<file path="config.mk">
export PLATFORM = sky130hd
export DESIGN_NAME = count_uart_reporter
export DESIGN_NICKNAME = d
export VERILOG_FILES = /design/src/rtl/count_uart_reporter_pkg.sv /design/src/rtl/count_uart_reporter_uart_tx_byte.sv /design/src/rtl/count_uart_reporter.sv
export SDC_FILE = /design/constraint.sdc
export NUM_CORES = 1
export LEC_CHECK = 0
export ABC_AREA = 0
export BUFFER_PORTS_ARGS = -buffer_cell sky130_fd_sc_hd__buf_2
export CORE_AREA = 3 3 104 106
export DETAILED_ROUTE_END_ITERATION = 12
export DIE_AREA = 0 0 107 109
export GPL_TIMING_DRIVEN = 1
export PLACE_DENSITY = 0.55
export SYNTH_ARGS = -nofsm -noshare
export SYNTH_HDL_FRONTEND = slang
export SYNTH_SLANG_ARGS = --single-unit
</file>
<file path="constraint.sdc">
create_clock -name clk -period 3.17 [get_ports clk]
set_input_delay 0.1585 -clock clk [delete_from_list [all_inputs] [get_ports clk]]
set_output_delay 0.1585 -clock clk [all_outputs]
set_load 0.02 [all_outputs]
</file>
<file path="src/rtl/count_uart_reporter_pkg.sv">
// Shared constants, FSM encoding and frame byte selection for count_uart_reporter.
// Optional CR/LF trailer is enabled by defining the CRLF_EN macro.
package count_uart_reporter_pkg;

   localparam logic [6:0] ASCII_ZERO = 7'h30;
   localparam logic [7:0] ASCII_CR   = 8'h0D;
   localparam logic [7:0] ASCII_LF   = 8'h0A;

   localparam logic [2:0] FRAME_LEN_BASE = 3'd2;
   localparam logic [2:0] FRAME_LEN_CRLF = 3'd4;

`ifdef CRLF_EN
   localparam logic [2:0] FRAME_LEN = FRAME_LEN_CRLF;
`else
   localparam logic [2:0] FRAME_LEN = FRAME_LEN_BASE;
`endif

   typedef enum logic [2:0] {
      ST_IDLE  = 3'd0,
      ST_START = 3'd1,
      ST_DATA  = 3'd2,
      ST_STOP  = 3'd3,
      ST_NEXT  = 3'd4
   } tx_state_e;

   // Byte number idx of a frame built from a tens/ones snapshot.
   function automatic logic [7:0] frame_byte(
      input logic [2:0] idx,
      input logic [6:0] tens,
      input logic [6:0] ones
   );
      logic [7:0] b;
      b = {1'b0, ones};
      case (idx)
         3'd0: b = {1'b0, tens};
`ifdef CRLF_EN
         3'd2: b = ASCII_CR;
         3'd3: b = ASCII_LF;
`endif
         default: b = {1'b0, ones};
      endcase
      return b;
   endfunction

endpackage

</file>
<file path="src/rtl/count_uart_reporter_uart_tx_byte.sv">
// uart_tx_byte: 8N1 serializer for one byte per valid/ready handshake.
// Ports: clk, reset, valid, data[7:0] in; ready, tx, busy out.
module uart_tx_byte
   import count_uart_reporter_pkg::*;
#(
   parameter int CLKS_PER_BIT = 10417
) (
   input  logic       clk,
   input  logic       reset,
   input  logic       valid,
   input  logic [7:0] data,
   output logic       ready,
   output logic       tx,
   output logic       busy
);

   localparam int TW = (CLKS_PER_BIT > 1) ? $clog2(CLKS_PER_BIT) : 1;
   localparam logic [TW-1:0] T_LAST = TW'(CLKS_PER_BIT - 1);
   // STOP covers all but the last stop-bit cycle; NEXT is that last
   // cycle, so the following start bit follows with no gap.
   localparam logic [TW-1:0] T_STOP = TW'(CLKS_PER_BIT - 2);

   tx_state_e     state_q, state_d;
   logic [TW-1:0] timer_q, timer_d;
   logic [2:0]    bit_idx_q, bit_idx_d;
   logic [7:0]    shift_q, shift_d;

   always_ff @(posedge clk) begin
      if (reset) begin
         state_q   <= ST_IDLE;
         timer_q   <= '0;
         bit_idx_q <= '0;
         shift_q   <= '0;
      end else begin
         state_q   <= state_d;
         timer_q   <= timer_d;
         bit_idx_q <= bit_idx_d;
         shift_q   <= shift_d;
      end
   end

   always_comb begin
      state_d   = state_q;
      timer_d   = timer_q;
      bit_idx_d = bit_idx_q;
      shift_d   = shift_q;
      ready     = 1'b0;
      tx        = 1'b1;
      busy      = (state_q != ST_IDLE);
      unique case (state_q)
         ST_IDLE: begin
            ready = 1'b1;
            if (valid) begin
               state_d   = ST_START;
               shift_d   = data;
               timer_d   = '0;
               bit_idx_d = '0;
            end
         end
         ST_START: begin
            tx = 1'b0;
            if (timer_q == T_LAST) begin
               timer_d = '0;
               state_d = ST_DATA;
            end else begin
               timer_d = timer_q + TW'(1);
            end
         end
         ST_DATA: begin
            tx = shift_q[0];
            if (timer_q == T_LAST) begin
               timer_d   = '0;
               shift_d   = {1'b0, shift_q[7:1]};
               bit_idx_d = bit_idx_q + 3'd1;
               if (bit_idx_q == 3'd7) begin
                  state_d = ST_STOP;
               end
            end else begin
               timer_d = timer_q + TW'(1);
            end
         end
         ST_STOP: begin
            if (timer_q == T_STOP) begin
               timer_d = '0;
               state_d = ST_NEXT;
            end else begin
               timer_d = timer_q + TW'(1);
            end
         end
         ST_NEXT: begin
            ready = 1'b1;
            if (valid) begin
               state_d   = ST_START;
               shift_d   = data;
               timer_d   = '0;
               bit_idx_d = '0;
            end else begin
               state_d = ST_IDLE;
            end
         end
         default: begin
            state_d = ST_IDLE;
         end
      endcase
   end

endmodule

</file>
<file path="src/rtl/count_uart_reporter.sv">
// count_uart_reporter: sends the two-digit count over UART whenever it changes.
// Ports: clk, reset, ones_in[6:0], tens_in[6:0] in; tx, busy, frame_done out.
// Define CRLF_EN to append CR LF to every frame.
module count_uart_reporter
   import count_uart_reporter_pkg::*;
#(
   parameter int CLKS_PER_BIT = 10417
) (
   input  logic       clk,
   input  logic       reset,
   input  logic [6:0] ones_in,
   input  logic [6:0] tens_in,
   output logic       tx,
   output logic       busy,
   output logic       frame_done
);

   logic [6:0] shadow_tens_q, shadow_tens_d;
   logic [6:0] shadow_ones_q, shadow_ones_d;
   logic [6:0] snap_tens_q, snap_tens_d;
   logic [6:0] snap_ones_q, snap_ones_d;
   logic [2:0] byte_idx_q, byte_idx_d;
   logic       pending_q, pending_d;
   logic       frame_done_q, frame_done_d;

   logic       change;
   logic       tx_valid;
   logic [7:0] tx_data;
   logic       tx_ready;
   logic       tx_busy;

   uart_tx_byte #(
      .CLKS_PER_BIT(CLKS_PER_BIT)
   ) u_tx (
      .clk  (clk),
      .reset(reset),
      .valid(tx_valid),
      .data (tx_data),
      .ready(tx_ready),
      .tx   (tx),
      .busy (tx_busy)
   );

   always_ff @(posedge clk) begin
      if (reset) begin
         shadow_tens_q <= ASCII_ZERO;
         shadow_ones_q <= ASCII_ZERO;
         snap_tens_q   <= ASCII_ZERO;
         snap_ones_q   <= ASCII_ZERO;
         byte_idx_q    <= '0;
         pending_q     <= 1'b0;
         frame_done_q  <= 1'b0;
      end else begin
         shadow_tens_q <= shadow_tens_d;
         shadow_ones_q <= shadow_ones_d;
         snap_tens_q   <= snap_tens_d;
         snap_ones_q   <= snap_ones_d;
         byte_idx_q    <= byte_idx_d;
         pending_q     <= pending_d;
         frame_done_q  <= frame_done_d;
      end
   end

   assign change = ({tens_in, ones_in} != {shadow_tens_q, shadow_ones_q});

   always_comb begin
      shadow_tens_d = shadow_tens_q;
      shadow_ones_d = shadow_ones_q;
      snap_tens_d   = snap_tens_q;
      snap_ones_d   = snap_ones_q;
      byte_idx_d    = byte_idx_q;
      pending_d     = pending_q;
      frame_done_d  = 1'b0;
      tx_valid      = 1'b0;
      tx_data       = 8'h00;

      if (change) begin
         shadow_tens_d = tens_in;
         shadow_ones_d = ones_in;
      end

      if (!tx_busy) begin
         // Idle: first byte goes straight from the inputs so the start
         // bit appears the cycle after the change edge.
         if (change || pending_q) begin
            tx_valid    = 1'b1;
            tx_data     = {1'b0, tens_in};
            snap_tens_d = tens_in;
            snap_ones_d = ones_in;
            byte_idx_d  = 3'd1;
            pending_d   = 1'b0;
         end
      end else begin
         if (change) begin
            pending_d = 1'b1;
         end
         // Serializer is in its last stop-bit cycle.
         if (tx_ready) begin
            if (byte_idx_q < FRAME_LEN) begin
               tx_valid   = 1'b1;
               tx_data    = frame_byte(byte_idx_q, snap_tens_q, snap_ones_q);
               byte_idx_d = byte_idx_q + 3'd1;
            end else begin
               frame_done_d = 1'b1;
            end
         end
      end
   end

   assign busy       = tx_busy;
   assign frame_done = frame_done_q;

endmodule

</file>
==> results.sh <==
export IMPL_synth_distinct_cells=53
export IMPL_core_area_um2=9860
export IMPL_grt_overflow=0
export IMPL_critical_path_slowest_cell="a21oi_2"
export IMPL_maxCapViolCount=0
export IMPL_tns_ns=0
export IMPL_final_nets=356
export IMPL_hold_start="ones_in[4]"
export IMPL_hold_path_class="input pin to flip-flop"
export IMPL_cts_max_level=3
export IMPL_fp_row_count=36
export IMPL_ys_async_sr_fraction_pct=0
export IMPL_finalHoldViolations=0
export IMPL_cts_resized=0
export IMPL_root_buffer="clkbuf_8"
export IMPL_insertedDiodeCount=0
export IMPL_cp_top_family="compound AO/OA/AOI/OAI gates"
export IMPL_num_vias=2395
export IMPL_place_congestion=0.772
export IMPL_die_area_um2=11700
export IMPL_clkSinkCount=60
export IMPL_synth_flop_cell="dfxtp_1"
export IMPL_netlist_area_leader_share_pct=40.7
export IMPL_r2r_end="u_tx.shift_q[3]$_SDFFE_PP0P_"
export IMPL_min_period_ns=2.29
export IMPL_drt_antenna_violating_nets=0
export IMPL_grt_max_degree=55
export IMPL_powerDensity_nw_per_um2=777
export IMPL_cp_arrival_ns=2.55
export IMPL_drt_initial_drc_count=169
export IMPL_synth_most_common_cell="dfxtp_1"
export IMPL_rr_worst_depth=4
export IMPL_fin_crit_sh_pct=72.3
export IMPL_cts_hold_buf=0
export IMPL_post_cts_buffers=0
export IMPL_final_cells=472
export IMPL_place_inst=456
export IMPL_routedWlPerCell_um=14.3
export IMPL_cts_tree="yes"
export IMPL_drive_gt1_share_pct=15.0
export IMPL_cp_end_kind="flip-flop"
export IMPL_clk_pin_slew_worst_paths_ns=0.08
export IMPL_setup_viol=0
export IMPL_synth_edf_count=0
export IMPL_fin_skew_ns=0.0125
export IMPL_worstReg2RegStart="u_tx.state_q[1]$_SDFFE_PP0P_"
export IMPL_status="finished clean"
export IMPL_holdPathStages=2
export IMPL_grt_antenna_before_repair=0
export IMPL_critPathMaxFanout=21
export IMPL_synthesis_nets=347
export IMPL_ir_drop_v=0.000229
export IMPL_critPathMaxStageDelay_ns=0.77
export IMPL_cts_buffers=9
export IMPL_nFillCells=1031
export IMPL_crit_type="flip-flop to flip-flop"
export IMPL_die_h_um=109
export IMPL_leakage_nw=1.23
export IMPL_first_pass_iters=4
export IMPL_slew_viol_final=0
export IMPL_synthTopCellsByCount="60 x dfxtp_1, 24 x nor2_1, 24 x nor3_1, 17 x mux2i_1, 17 x nand2_1"
export IMPL_rsz0062_at_grt="no"
export IMPL_synth_area_per_cell_um2=9.07
export IMPL_drc_errors=0
export IMPL_start_util_pct=29.9
export IMPL_cp_buffers_inverters=0
export IMPL_ioPinCount=19
export IMPL_ys_seq_area_share_pct=40.7
export IMPL_grt_pass1_vias=2218
export IMPL_rrSetupSlack_ns=0.88
export IMPL_dp_slack_ns=0.895
export IMPL_synthCells=325
export IMPL_critPathRequiredTime_ns=3.43
export IMPL_crit_chain="or3_1 > a21oi_2 > a221oi_1 > a211oi_1"
export IMPL_area_delta_synth_final_pct=12.0
export IMPL_startpoint_type="flip-flop"
export IMPL_dpl_hpwl_um=4500
export IMPL_ys_warn_count=0
export IMPL_setup_ws_ns=0.880
export IMPL_wirelength_um=6740
export IMPL_portBuffers=18
export IMPL_fmax_mhz=437
export IMPL_via_per_inst=5.07
export IMPL_grt_first_pass_wirelength_um=11300
export IMPL_synth_seq_cells=60
export IMPL_clk_latency_ns=0.35
export IMPL_clk_path_buf_depth=2
export IMPL_die_w_um=107
export IMPL_slew_headroom_pct=32.0
export IMPL_netlist_area_um2=2950
export IMPL_grt_usage_pct=12.3
export IMPL_worst_hold_path_endpoint="shadow_ones_q[4]$_SDFFE_PP1P_"
export IMPL_synthTopCellsByArea="dfxtp_1 41%, mux2i_1 5.8%, nor3_1 4.1%, a32o_1 3.4%, nor2_1 3.1%"
export IMPL_worst_pin_slew_ns=1.02
export IMPL_synth_top_area_cell="dfxtp_1"
where the power goes:
group | leakage (nW) | internal (W) | switching, W
clock | 0.110 | 0.000446 | 0.000328
sequential | 0.494 | 0.000873 | 0.0000876
combinational | 0.622 | 0.000322 | 0.000510
worst max-delay path by stage:
stage,end,depth (start not counted),startpoint
final,u_tx.shift_q[3]$_SDFFE_PP0P_,4,u_tx.state_q[1]$_SDFFE_PP0P_
after global routing,u_tx.shift_q[3]$_SDFFE_PP0P_,4,u_tx.state_q[1]$_SDFFE_PP0P_
after CTS,u_tx.shift_q[3]$_SDFFE_PP0P_,4,u_tx.state_q[1]$_SDFFE_PP0P_
after detailed placement,u_tx.shift_q[3]$_SDFFE_PP0P_,4,u_tx.state_q[1]$_SDFFE_PP0P_
after floorplan,u_tx.timer_q[11]$_SDFFE_PP0P_,10,u_tx.timer_q[0]$_SDFFE_PP0P_
after global placement,snap_tens_q[0]$_SDFFE_PP0P_,8,ones_in[0]
registers in the layout, summed over array words and instances (netlist names):
register / flops
u_tx.state_q: 3
pending_q: 1
shadow_ones_q: 7
frame_done: 1
byte_idx_q: 3
snap_ones_q: 7
snap_tens_q: 7
u_tx.bit_idx_q: 3
u_tx.shift_q: 7
shadow_tens_q: 7
u_tx.timer_q: 14
per-layer routing:
layer | track usage (%) | up-vias | share of wire (%)
met2 | 17.7 | 29 | 44
met1 | 17.7 | 1151 | 51
li1 | - | 1205 | -
met5 | 0 | - | 0
met3 | 2.61 | 10 | 2.6
met4 | 5.21 | 0 | 1.8
cell usage in the layout (no fill, tap or decap), types with 7 or more instances in the layout:
cell,netlist,final
dfxtp_1,60,60
mux2i_1,17,17
a32o_1,10,10
xnor2_1,10,10
o22ai_1,7,7
nand2_1,17,17
a21oi_1,15,14
a211oi_1,7,7
o21ai_0,7,7
buf_2,3,18
nor2b_1,11,11
nand3_1,14,14
nor3_1,24,24
clkbuf_8,4,9
nor2_1,24,24
inv_1,8,8
cells by family after synthesis:
logic type               count (synthesis)  synth area share (%)
multiplexers                            17                  5.77
AND/OR/NAND/NOR                        125                  23.2
adder cells (fa/ha/maj)                  6                  2.55
buffers and inverters                   32                  6.32
XOR/XNOR                                15                  4.45
AO/OA/AOI/OAI                           70                  17.0
flip-flops                              60                  40.7
metrics by stage:
| step | total power, W | utilization, % | hold slack, ns | instance area [µm²] |
|---|---|---|---|---|
| 6_report | 0.00257 | 33.5 | 0.0503 | 3300 |
| 5_1_grt | 0.00272 | 33.5 | 0.0398 | 3300 |
| 4_1_cts | 0.00258 | 33.5 | 0.0397 | 3300 |
| 3_5_place_dp | 0.00180 | 31.2 | 0.407 | 3080 |
| 3_3_place_gp | 0.00178 | 31.2 | 0.390 | 3080 |
| 2_1_floorplan | 0.00167 | - | 0.252 | 2950 |
final cells by class:
cell class | instances | area, µm² | share of cell area, %
Multi-Input combinational cell | 233 | 1570 | 47.4
Clock buffer | 9 | 124 | 3.75
Timing Repair Buffer | 21 | 113 | 3.41
Sequential cell | 60 | 1200 | 36.4
Inverter | 9 | 33.8 | 1.02
Clock inverter | 7 | 98.8 | 2.99
Tap cell | 133 | 166 | 5.04
Power figures use the tool's default switching activity.
